**src/rtl/lenet_pkg.sv**
```systemverilog
// rtl/lenet_pkg.sv - shared LeNet layer constants, C3 sequencer state and tap tag types
package lenet_pkg;

  // C3 (conv2) geometry
  localparam int C3_IN_DIM    = 14;
  localparam int C3_K         = 5;
  localparam int C3_OUT_DIM   = C3_IN_DIM - C3_K + 1;
  localparam int C3_RD_LAT    = 1;
  localparam int C3_EXEC_LAT  = 2;
  localparam int C3_WR_STAGES = 1 + C3_EXEC_LAT;

  localparam int S2_AW = 8;
  localparam int F4_AW = 7;

  typedef enum logic [1:0] {
    ST_IDLE  = 2'd0,
    ST_RUN   = 2'd1,
    ST_DRAIN = 2'd2,
    ST_DONE  = 2'd3
  } conv_state_e;

  // Tag travelling alongside each S2 read until the data reaches the MAC array
  typedef struct packed {
    logic             valid;
    logic             first;
    logic             last;
    logic [F4_AW-1:0] waddr;
  } tap_tag_t;

endpackage

```
**src/rtl/conv_addr_gen.sv**
```systemverilog
// rtl/conv_addr_gen.sv - C3 window/tap counters with incremental S2 read address
module conv_addr_gen
  import lenet_pkg::*;
(
  input  logic             clk,
  input  logic             rst_n,
  input  logic             clr,
  input  logic             adv,
  output logic [S2_AW-1:0] s2_raddr,
  output logic             first_tap,
  output logic             last_tap,
  output logic             last_window,
  output logic [F4_AW-1:0] win_idx
);

  localparam logic [2:0]       KC_MAX   = 3'(C3_K - 1);
  localparam logic [3:0]       POS_MAX  = 4'(C3_OUT_DIM - 1);
  localparam logic [F4_AW-1:0] WIN_MAX  = F4_AW'(C3_OUT_DIM * C3_OUT_DIM - 1);
  // Offset jump from the end of one kernel row to the start of the next
  localparam logic [S2_AW-1:0] KR_STEP  = S2_AW'(C3_IN_DIM - C3_K + 1);
  // Base jump at a row wrap: the normal +1 column step plus K-1 to skip the kernel overhang
  localparam logic [S2_AW-1:0] ROW_STEP = S2_AW'(1 + (C3_K - 1));

  logic [2:0]       kc_q, kc_d, kr_q, kr_d;
  logic [3:0]       col_q, col_d, row_q, row_d;
  logic [S2_AW-1:0] base_q, base_d, off_q, off_d;
  logic [F4_AW-1:0] widx_q, widx_d;

  // Advance the tap/window counters and the base/offset address terms on each issued read
  always_comb begin
    kc_d   = kc_q;
    kr_d   = kr_q;
    col_d  = col_q;
    row_d  = row_q;
    base_d = base_q;
    off_d  = off_q;
    widx_d = widx_q;
    if (clr) begin
      kc_d   = '0;
      kr_d   = '0;
      col_d  = '0;
      row_d  = '0;
      base_d = '0;
      off_d  = '0;
      widx_d = '0;
    end else if (adv) begin
      if (kc_q != KC_MAX) begin
        kc_d  = kc_q + 3'd1;
        off_d = off_q + S2_AW'(1);
      end else begin
        kc_d = '0;
        if (kr_q != KC_MAX) begin
          kr_d  = kr_q + 3'd1;
          off_d = off_q + KR_STEP;
        end else begin
          kr_d   = '0;
          off_d  = '0;
          widx_d = (widx_q == WIN_MAX) ? '0 : widx_q + F4_AW'(1);
          if (col_q != POS_MAX) begin
            col_d  = col_q + 4'd1;
            base_d = base_q + S2_AW'(1);
          end else begin
            col_d = '0;
            if (row_q != POS_MAX) begin
              row_d  = row_q + 4'd1;
              base_d = base_q + ROW_STEP;
            end else begin
              row_d  = '0;
              base_d = '0;
            end
          end
        end
      end
    end
  end

  // Counter and address-term registers
  always_ff @(posedge clk or negedge rst_n) begin
    if (!rst_n) begin
      kc_q   <= '0;
      kr_q   <= '0;
      col_q  <= '0;
      row_q  <= '0;
      base_q <= '0;
      off_q  <= '0;
      widx_q <= '0;
    end else begin
      kc_q   <= kc_d;
      kr_q   <= kr_d;
      col_q  <= col_d;
      row_q  <= row_d;
      base_q <= base_d;
      off_q  <= off_d;
      widx_q <= widx_d;
    end
  end

  // Address and position flags for the tap currently presented
  always_comb begin
    s2_raddr    = base_q + off_q;
    first_tap   = (kc_q == '0) && (kr_q == '0);
    last_tap    = (kc_q == KC_MAX) && (kr_q == KC_MAX);
    last_window = (col_q == POS_MAX) && (row_q == POS_MAX);
    win_idx     = widx_q;
  end

endmodule

```
**src/rtl/conv2_ctrl.sv**
```systemverilog
// rtl/conv2_ctrl.sv - C3 (conv2) layer sequencer: S2 tap reads, MAC control, F4 writes
module conv2_ctrl
  import lenet_pkg::*;
(
  input  logic             clk,
  input  logic             rst_n,
  input  logic             start,
  output logic             busy,
  output logic             done,
  input  logic             s2_gnt,
  output logic             s2_re,
  output logic [S2_AW-1:0] s2_raddr,
  output logic             mac_clr,
  output logic             mac_en,
  output logic             f4_we,
  output logic [F4_AW-1:0] f4_waddr
);

  conv_state_e state_q, state_d;

  tap_tag_t tap_q [C3_RD_LAT];
  tap_tag_t tap_d [C3_RD_LAT];
  tap_tag_t tap_out;

  logic [C3_WR_STAGES-1:0] wr_v_q, wr_v_d;
  logic [F4_AW-1:0]        wr_a_q [C3_WR_STAGES];
  logic [F4_AW-1:0]        wr_a_d [C3_WR_STAGES];

  logic             first_tap, last_tap, last_window, pipe_idle;
  logic [F4_AW-1:0] win_idx;

  conv_addr_gen u_addr_gen (
    .clk         (clk),
    .rst_n       (rst_n),
    .clr         (state_q == ST_IDLE),
    .adv         (s2_re),
    .s2_raddr    (s2_raddr),
    .first_tap   (first_tap),
    .last_tap    (last_tap),
    .last_window (last_window),
    .win_idx     (win_idx)
  );

  // Pipelines hold nothing beyond the final F4 write stage, so the next cycle ends the drain
  always_comb begin
    pipe_idle = (wr_v_q[C3_WR_STAGES-2:0] == '0);
    for (int i = 0; i < C3_RD_LAT; i++) begin
      if (tap_q[i].valid) pipe_idle = 1'b0;
    end
  end

  // FSM state register
  always_ff @(posedge clk or negedge rst_n) begin
    if (!rst_n) state_q <= ST_IDLE;
    else        state_q <= state_d;
  end

  // FSM next-state logic
  always_comb begin
    state_d = state_q;
    case (state_q)
      ST_IDLE:  if (start) state_d = ST_RUN;
      ST_RUN:   if (s2_re && last_tap && last_window) state_d = ST_DRAIN;
      ST_DRAIN: if (pipe_idle) state_d = ST_DONE;
      ST_DONE:  state_d = ST_IDLE;
      default:  state_d = ST_IDLE;
    endcase
  end

  // FSM and pipeline-driven outputs
  always_comb begin
    busy     = (state_q == ST_RUN) || (state_q == ST_DRAIN);
    done     = (state_q == ST_DONE);
    s2_re    = (state_q == ST_RUN) && s2_gnt;
    tap_out  = tap_q[C3_RD_LAT-1];
    mac_en   = tap_out.valid;
    mac_clr  = tap_out.valid && tap_out.first;
    f4_we    = wr_v_q[C3_WR_STAGES-1];
    f4_waddr = wr_a_q[C3_WR_STAGES-1];
  end

  // Tap tag follows the S2 read latency; a stalled cycle enters as a bubble
  always_comb begin
    tap_d[0].valid = s2_re;
    tap_d[0].first = first_tap;
    tap_d[0].last  = last_tap;
    tap_d[0].waddr = win_idx;
    for (int i = 1; i < C3_RD_LAT; i++) tap_d[i] = tap_q[i-1];
  end

  // Write tag enters when the last tap of a window reaches the MAC, then shifts freely
  always_comb begin
    wr_v_d    = {wr_v_q[C3_WR_STAGES-2:0], tap_out.valid & tap_out.last};
    wr_a_d[0] = tap_out.waddr;
    for (int i = 1; i < C3_WR_STAGES; i++) wr_a_d[i] = wr_a_q[i-1];
  end

  // Tap and write delay-line registers
  always_ff @(posedge clk or negedge rst_n) begin
    if (!rst_n) begin
      for (int i = 0; i < C3_RD_LAT; i++) tap_q[i] <= '0;
      wr_v_q <= '0;
      for (int i = 0; i < C3_WR_STAGES; i++) wr_a_q[i] <= '0;
    end else begin
      for (int i = 0; i < C3_RD_LAT; i++) tap_q[i] <= tap_d[i];
      wr_v_q <= wr_v_d;
      for (int i = 0; i < C3_WR_STAGES; i++) wr_a_q[i] <= wr_a_d[i];
    end
  end

endmodule
```
**config.mk**
```make
export PLATFORM = sky130hd
export DESIGN_NAME = conv2_ctrl
export DESIGN_NICKNAME = d
export VERILOG_FILES = /design/src/rtl/lenet_pkg.sv /design/src/rtl/conv_addr_gen.sv /design/src/rtl/conv2_ctrl.sv
export SDC_FILE = /design/constraint.sdc
export NUM_CORES = 1
export LEC_CHECK = 0
export BUFFER_PORTS_ARGS = -buffer_cell sky130_fd_sc_hd__clkbuf_2
export CAP_MARGIN = 0
export CORE_ASPECT_RATIO = 0.6
export CORE_MARGIN = 5
export CORE_UTILIZATION = 40
export CTS_CLUSTER_SIZE = 8
export DETAILED_ROUTE_END_ITERATION = 7
export SLEW_MARGIN = 20
export SYNTH_ARGS = -nofsm -noshare
export SYNTH_HDL_FRONTEND = slang
export SYNTH_SLANG_ARGS = --single-unit
```
**constraint.sdc**
```tcl
create_clock -name clk -period 3.4 [get_ports clk]
set_input_delay 0.51 -clock clk [delete_from_list [all_inputs] [get_ports clk]]
set_output_delay 0.51 -clock clk [all_outputs]
set_load 0.03 [all_outputs]
```
======== Yosys cells after proc, flatten, opt, wreduce, memory -nomap -nowiden ========
Index checks and enable logic that the tools add are counted.
word-level totals
  input port bits ......................... 4
  word-level logic and storage cells ...... 100
  register bits after elaboration ......... 73
  output and inout bits ................... 21
cells by class
  bitwise gates (word level) .............. 1
  reductions and logical operators ........ 17
  $add $sub $neg .......................... 10
  mux-type cells .......................... 38
  equality and inequality tests ........... 18
operators by type and width
  kind                                                   count
  2-to-1 mux 8 bit                                       10
  2-to-1 mux 4 bit                                       11
  2-to-1 mux 7 bit                                       5
  2-to-1 mux 3 bit                                       7
  adder 8 x 1 -> 8 bit, second input constant            2
  adder 4 x 1 -> 4 bit, second input constant            2
  adder 8 x 3 -> 8 bit, second input constant            1
  adder 8 x 4 -> 8 bit, second input constant            1
  adder 8 bit                                            1
  == test 4 bit, second input constant                   2
  inequality test 4 bit, second input constant           2
  case mux 2 bit (4 select lines)                        1
  adder 7 x 1 -> 7 bit, second input constant            1
  == test 7 bit, second input constant                   1
  logical AND 1 bit                                      7
  adder 3 x 1 -> 3 bit, second input constant            2
  == test 3 bit, second input constant                   2
  zero test 3 bit                                        2
  2-to-1 mux 2 bit                                       3
  inequality test 2 x 1 -> 1 bit, second input constant  3
  inequality test 2 bit, second input constant           3
  inequality test 3 bit, second input constant           2
  AND reduction 3 bit                                    2
  == test 2 bit, second input constant                   2
  8 further kinds                                        9

======== Depth between registers and ports, before layout ========
  depth in word-level cells ............... 7
  gate-level depth with buffers ........... 9
  gate-level depth less buffers ........... 8

======== Modules after synthesis ========
A second synthesis with hierarchy kept.
unflattened totals
  cells, all modules ...................... 320
  area, all modules ....................... 3464.6 um^2
by module, submodules not included
  module         times used  seq. area each (um^2)  cells an instance  area each (um^2)
  conv_addr_gen  1           925.9                  267                2417.3
  conv2_ctrl     1           900.9                  53                 1047.3

======== Least setup slack after synthesis ========
Ideal clock, no wire load.
  kind .................................... flip-flop to output port
  start ................................... register u_addr_gen.base_q[0]
  end ..................................... output s2_raddr[4]
  path slack .............................. 1.096 ns
  stages on the path, launching flop included .. 8
  arrival ................................. 1.794 ns
  path buffers ............................ 0
  data required time ...................... 2.890 ns
  cells stage by stage .................... dfrtp_1 -> ha_1 -> inv_1 -> fa_1 -> nor2b_1 -> o21ai_0 -> nand2b_1 -> xor2_1
between the ends
  word-level cells in the longest chain between the ends .. 1
RTL lines
  item                    line                  text
  start, declared         conv_addr_gen.sv:26   logic [S2_AW-1:0] base_q, base_d, off_q, off_d;
  start signal, assigned  conv_addr_gen.sv:92   base_q <= base_d;
  adder 8 bit             conv_addr_gen.sv:100  s2_raddr = base_q + off_q;
  end, declared           conv2_ctrl.sv:12      output logic [S2_AW-1:0] s2_raddr,
No other way between the ends.

======== Worst setup path after layout ========
  start ................................... register u_addr_gen.off_q[0]
  end ..................................... output s2_raddr[6]
between the ends
  word-level cells in the longest chain between the ends .. 1
RTL lines
  item                    line                  text
  start, declared         conv_addr_gen.sv:26
  start signal, assigned  conv_addr_gen.sv:85   off_q <= '0;
  start signal, assigned  conv_addr_gen.sv:93   off_q <= off_d;
  adder 8 bit             conv_addr_gen.sv:100
No other way between the ends.

==> flow_metrics.py <==
metrics = {
    "yosys": {
        "yosysSeqAreaShare": 0.520,
        "yosys.area.top_type": "dfrtp_1",
        "yosysWarningCount": 0,
        "synthTopCellsByCount": "dfrtp_1, nor2_1, a21oi_1, nand2_1, ha_1",
        "yosys-top-cells-area": "dfrtp_1, ha_1, a21oi_1",
        "synth_most_common_cell": "dfrtp_1",
        "synth_top_area_share": 0.520,
        "synth-edff-count": 0,
        "ys_ff_latch": 73,
        "synth_cells": 335,
        "syn_avg_cell_area_um2": 10.5,
        "synth_nets": 364,
        "synth-main-ff-cell": "dfrtp_1",
        "synth_area_mm2": 0.00351,
        "yosysUniqueCellTypes": 50,
        "async_reset_ff_frac": 1.00,
    },
    "global_routing": {
        "grt_usage": 0.142,
        "grt_pass1_vias": 2516,
        "antenna_found_initial": 0,
        "overflow": 0,
        "grt_pass1_wl_um": 11900,
        "grt_max_degree": 74,
    },
    "route": {
        "viasPerCell": 5.28,
        "wire_per_inst_um": 14.2,
        "drt_iter0_drc": 111,
        "drtAntennaViolNets": 0,
        "drtPass1Iterations": 4,
        "wirelength_um": 6860,
        "drc": 0,
        "vias": 2547,
    },
    "die": {
        "dieWidth_um": 131,
        "die_area_mm2": 0.0108,
        "core-area_mm2": 0.00852,
        "io-pin-count": 25,
        "initial_core_util": 0.412,
        "die_h_um": 82.6,
        "rows": 26,
    },
    "critical_path": {
        "crit_start": "u_addr_gen.off_q[0]$_DFFE_PN0P_",
        "required_ns": 2.89,
        "regToRegEndpoint": "state_q[1]$_DFFE_PN0P_",
        "crit_type": "flip-flop to output port",
        "crit_fanout": 6,
        "crit_path_start_kind": "flip-flop",
        "r2r-start": "u_addr_gen.col_q[1]$_DFFE_PN0P_",
        "setup.worst_path.end_class": "output port",
        "r2r_slack_ns": 1.14,
        "r2r_cells": 7,
        "arrival_ns": 2.20,
    },
    "clocking": {
        "cts_resized": 0,
        "clock_path_buffers": 2,
        "tritoncts": "built",
        "postCtsSetupBuffers": 0,
        "worst_skew_pair.late_latency_ns": 0.33,
        "cts_made_buffers": 9,
        "clk_pin_slew_worst_paths_ns": 0.06,
        "cts-root-buf": "clkbuf_16",
        "cts_sinks": 73,
        "h-tree-depth": 3,
        "cts_hold_buf": 0,
    },
    "sta": {
        "hold_violations": 0,
        "fin_crit_sh": 0.798,
        "fmax_mhz": 369,
        "tns_ns": 0,
        "grt_setup_unrepaired": "false",
        "final_max_slew_viol_count": 0,
        "fin_skew_ns": 0.00367,
        "fin_ws_ns": 0.688,
        "setup_violations": 0,
        "fin_crit_ns": 2.71,
        "worst_slew_pin_slew_ns": 0.920,
        "slew_headroom": 0.387,
    },
    "placement": {
        "port_buffers": 24,
        "post-place-ws_ns": 1.05,
        "hpwl_um": 4740,
        "gp_congestion": 0.838,
    },
    "job": {
        "maxCapViolations": 0,
    },
    "power": {
        "p_per_area_mw_per_mm2": 567,
        "p_leak_uw": 0.00199,
        "p_total_uw": 2290,
        "peakVddDrop_mv": 0.254,
    },
    "layout": {
        "nets": 394,
        "drive_gt1_frac": 0.141,
        "syn_to_final_growth_pct": 15.0,
        "antenna_cells": 0,
    },
    "run_status": {
        "status": "complete, no violations",
    },
    "min_path": {
        "hold_class": "primary input to async pin",
    },
}
==> routing by layer <==
layer  wire length, µm  share of wire  global-route usage
met5                 0              0                   0
met1              3500           0.51               0.197
met3               354          0.052              0.0456
met4                83          0.012              0.0431
met2              2930           0.43               0.211
==> cell families after synthesis <==
kind of cell	share of synthesized area
AND/OR/NAND/NOR	0.175
flip-flops	0.520
AO/OA/AOI/OAI	0.129
adder cells (fa/ha/maj)	0.101
buffers and inverters	0.0282
XOR/XNOR	0.0349
multiplexers	0.0118
==> how the worst max path moves through the flow <==
stage | end | slack [ns] | cells after the start
global placement | s2_raddr[6] | 1.07 | 9
floorplan | s2_raddr[4] | 1.10 | 7
CTS | s2_raddr[6] | 0.67 | 9
finish | s2_raddr[6] | 0.69 | 9
detailed placement | s2_raddr[6] | 1.05 | 9
global route | s2_raddr[7] | 0.52 | 6
==> registers in the layout, summed over array words and instances, names as in the netlist <==
register,cells
f4_waddr,7
mac_en,1
state_q,2
tap_out,9
u_addr_gen.base_q,8
u_addr_gen.col_q,4
u_addr_gen.kc_q,3
u_addr_gen.kr_q,3
u_addr_gen.off_q,8
u_addr_gen.row_q,4
u_addr_gen.win_idx,7
wr_a_d,14
wr_v_q,3
==> stage by stage <==
step	std cells	cell area, µm²	util	hold slack, ns
global route	482	4040	0.474	0.353
floorplan	335	3510	-	0.214
CTS	482	4040	0.474	0.345
global placement	466	3760	0.442	0.332
finish	482	4040	0.474	0.307
detailed placement	466	3760	0.442	0.335
==> where the power goes <==
| part | switching, µW | internal [µW] | leakage [µW] |
|---|---|---|---|
| registers | 43.1 | 910 | 0.00101 |
| logic | 335 | 154 | 0.000861 |
| clock network | 353 | 494 | 0.000125 |
| total | 731 | 1560 | 0.00199 |
==> critical path, stage by stage, from the launching register on <==
cell and delay, ns:
dfrtp_1 0.43, ha_1 0.20, inv_1 0.05, fa_1 0.40, nor2b_1 0.12, o21ai_0 0.08
nand2b_1 0.14, a21oi_1 0.08, nand4b_1 0.17, clkbuf_2 0.19
==> cell usage in the layout (no fill, tap or decap), types with 3 or more instances in the layout <==
cell        netlist  routed
nand4b_1          4       4
mux2i_1           3       3
ha_1             24      24
xor2_1            9       9
nand2_1          26      26
buf_4             0       5
nand3b_1          4       4
clkbuf_2          0      23
nor2_1           33      33
a311oi_1          3       3
clkbuf_16         0       9
a21oi_1          26      26
inv_1            15      15
a22oi_1           3       3
o21ai_0          16      16
nand2_2           3       3
a31oi_1           4       4
nor3_1           11      11
xnor2_1           5       5
dfrtp_1          73      73
o211ai_1          3       3
or3_1             6       6
nand3_1          10      10
clkinvlp_4        0       3
and2_1            8       8
nand2b_1          3       3
and3_1            5       5
==> cell type report <==
| type | instances | area, µm² |
|---|---|---|
| Timing Repair Buffer | 28 | 153 |
| Multi-Input combinational cell | 237 | 1580 |
| Clock inverter | 6 | 45.0 |
| Inverter | 16 | 60.1 |
| Fill cell | 794 | 4490 |
| Tap cell | 112 | 140 |
| Clock buffer | 10 | 229 |
| Sequential cell | 73 | 1830 |
Note: power is estimated with default switching activity, not from simulation.
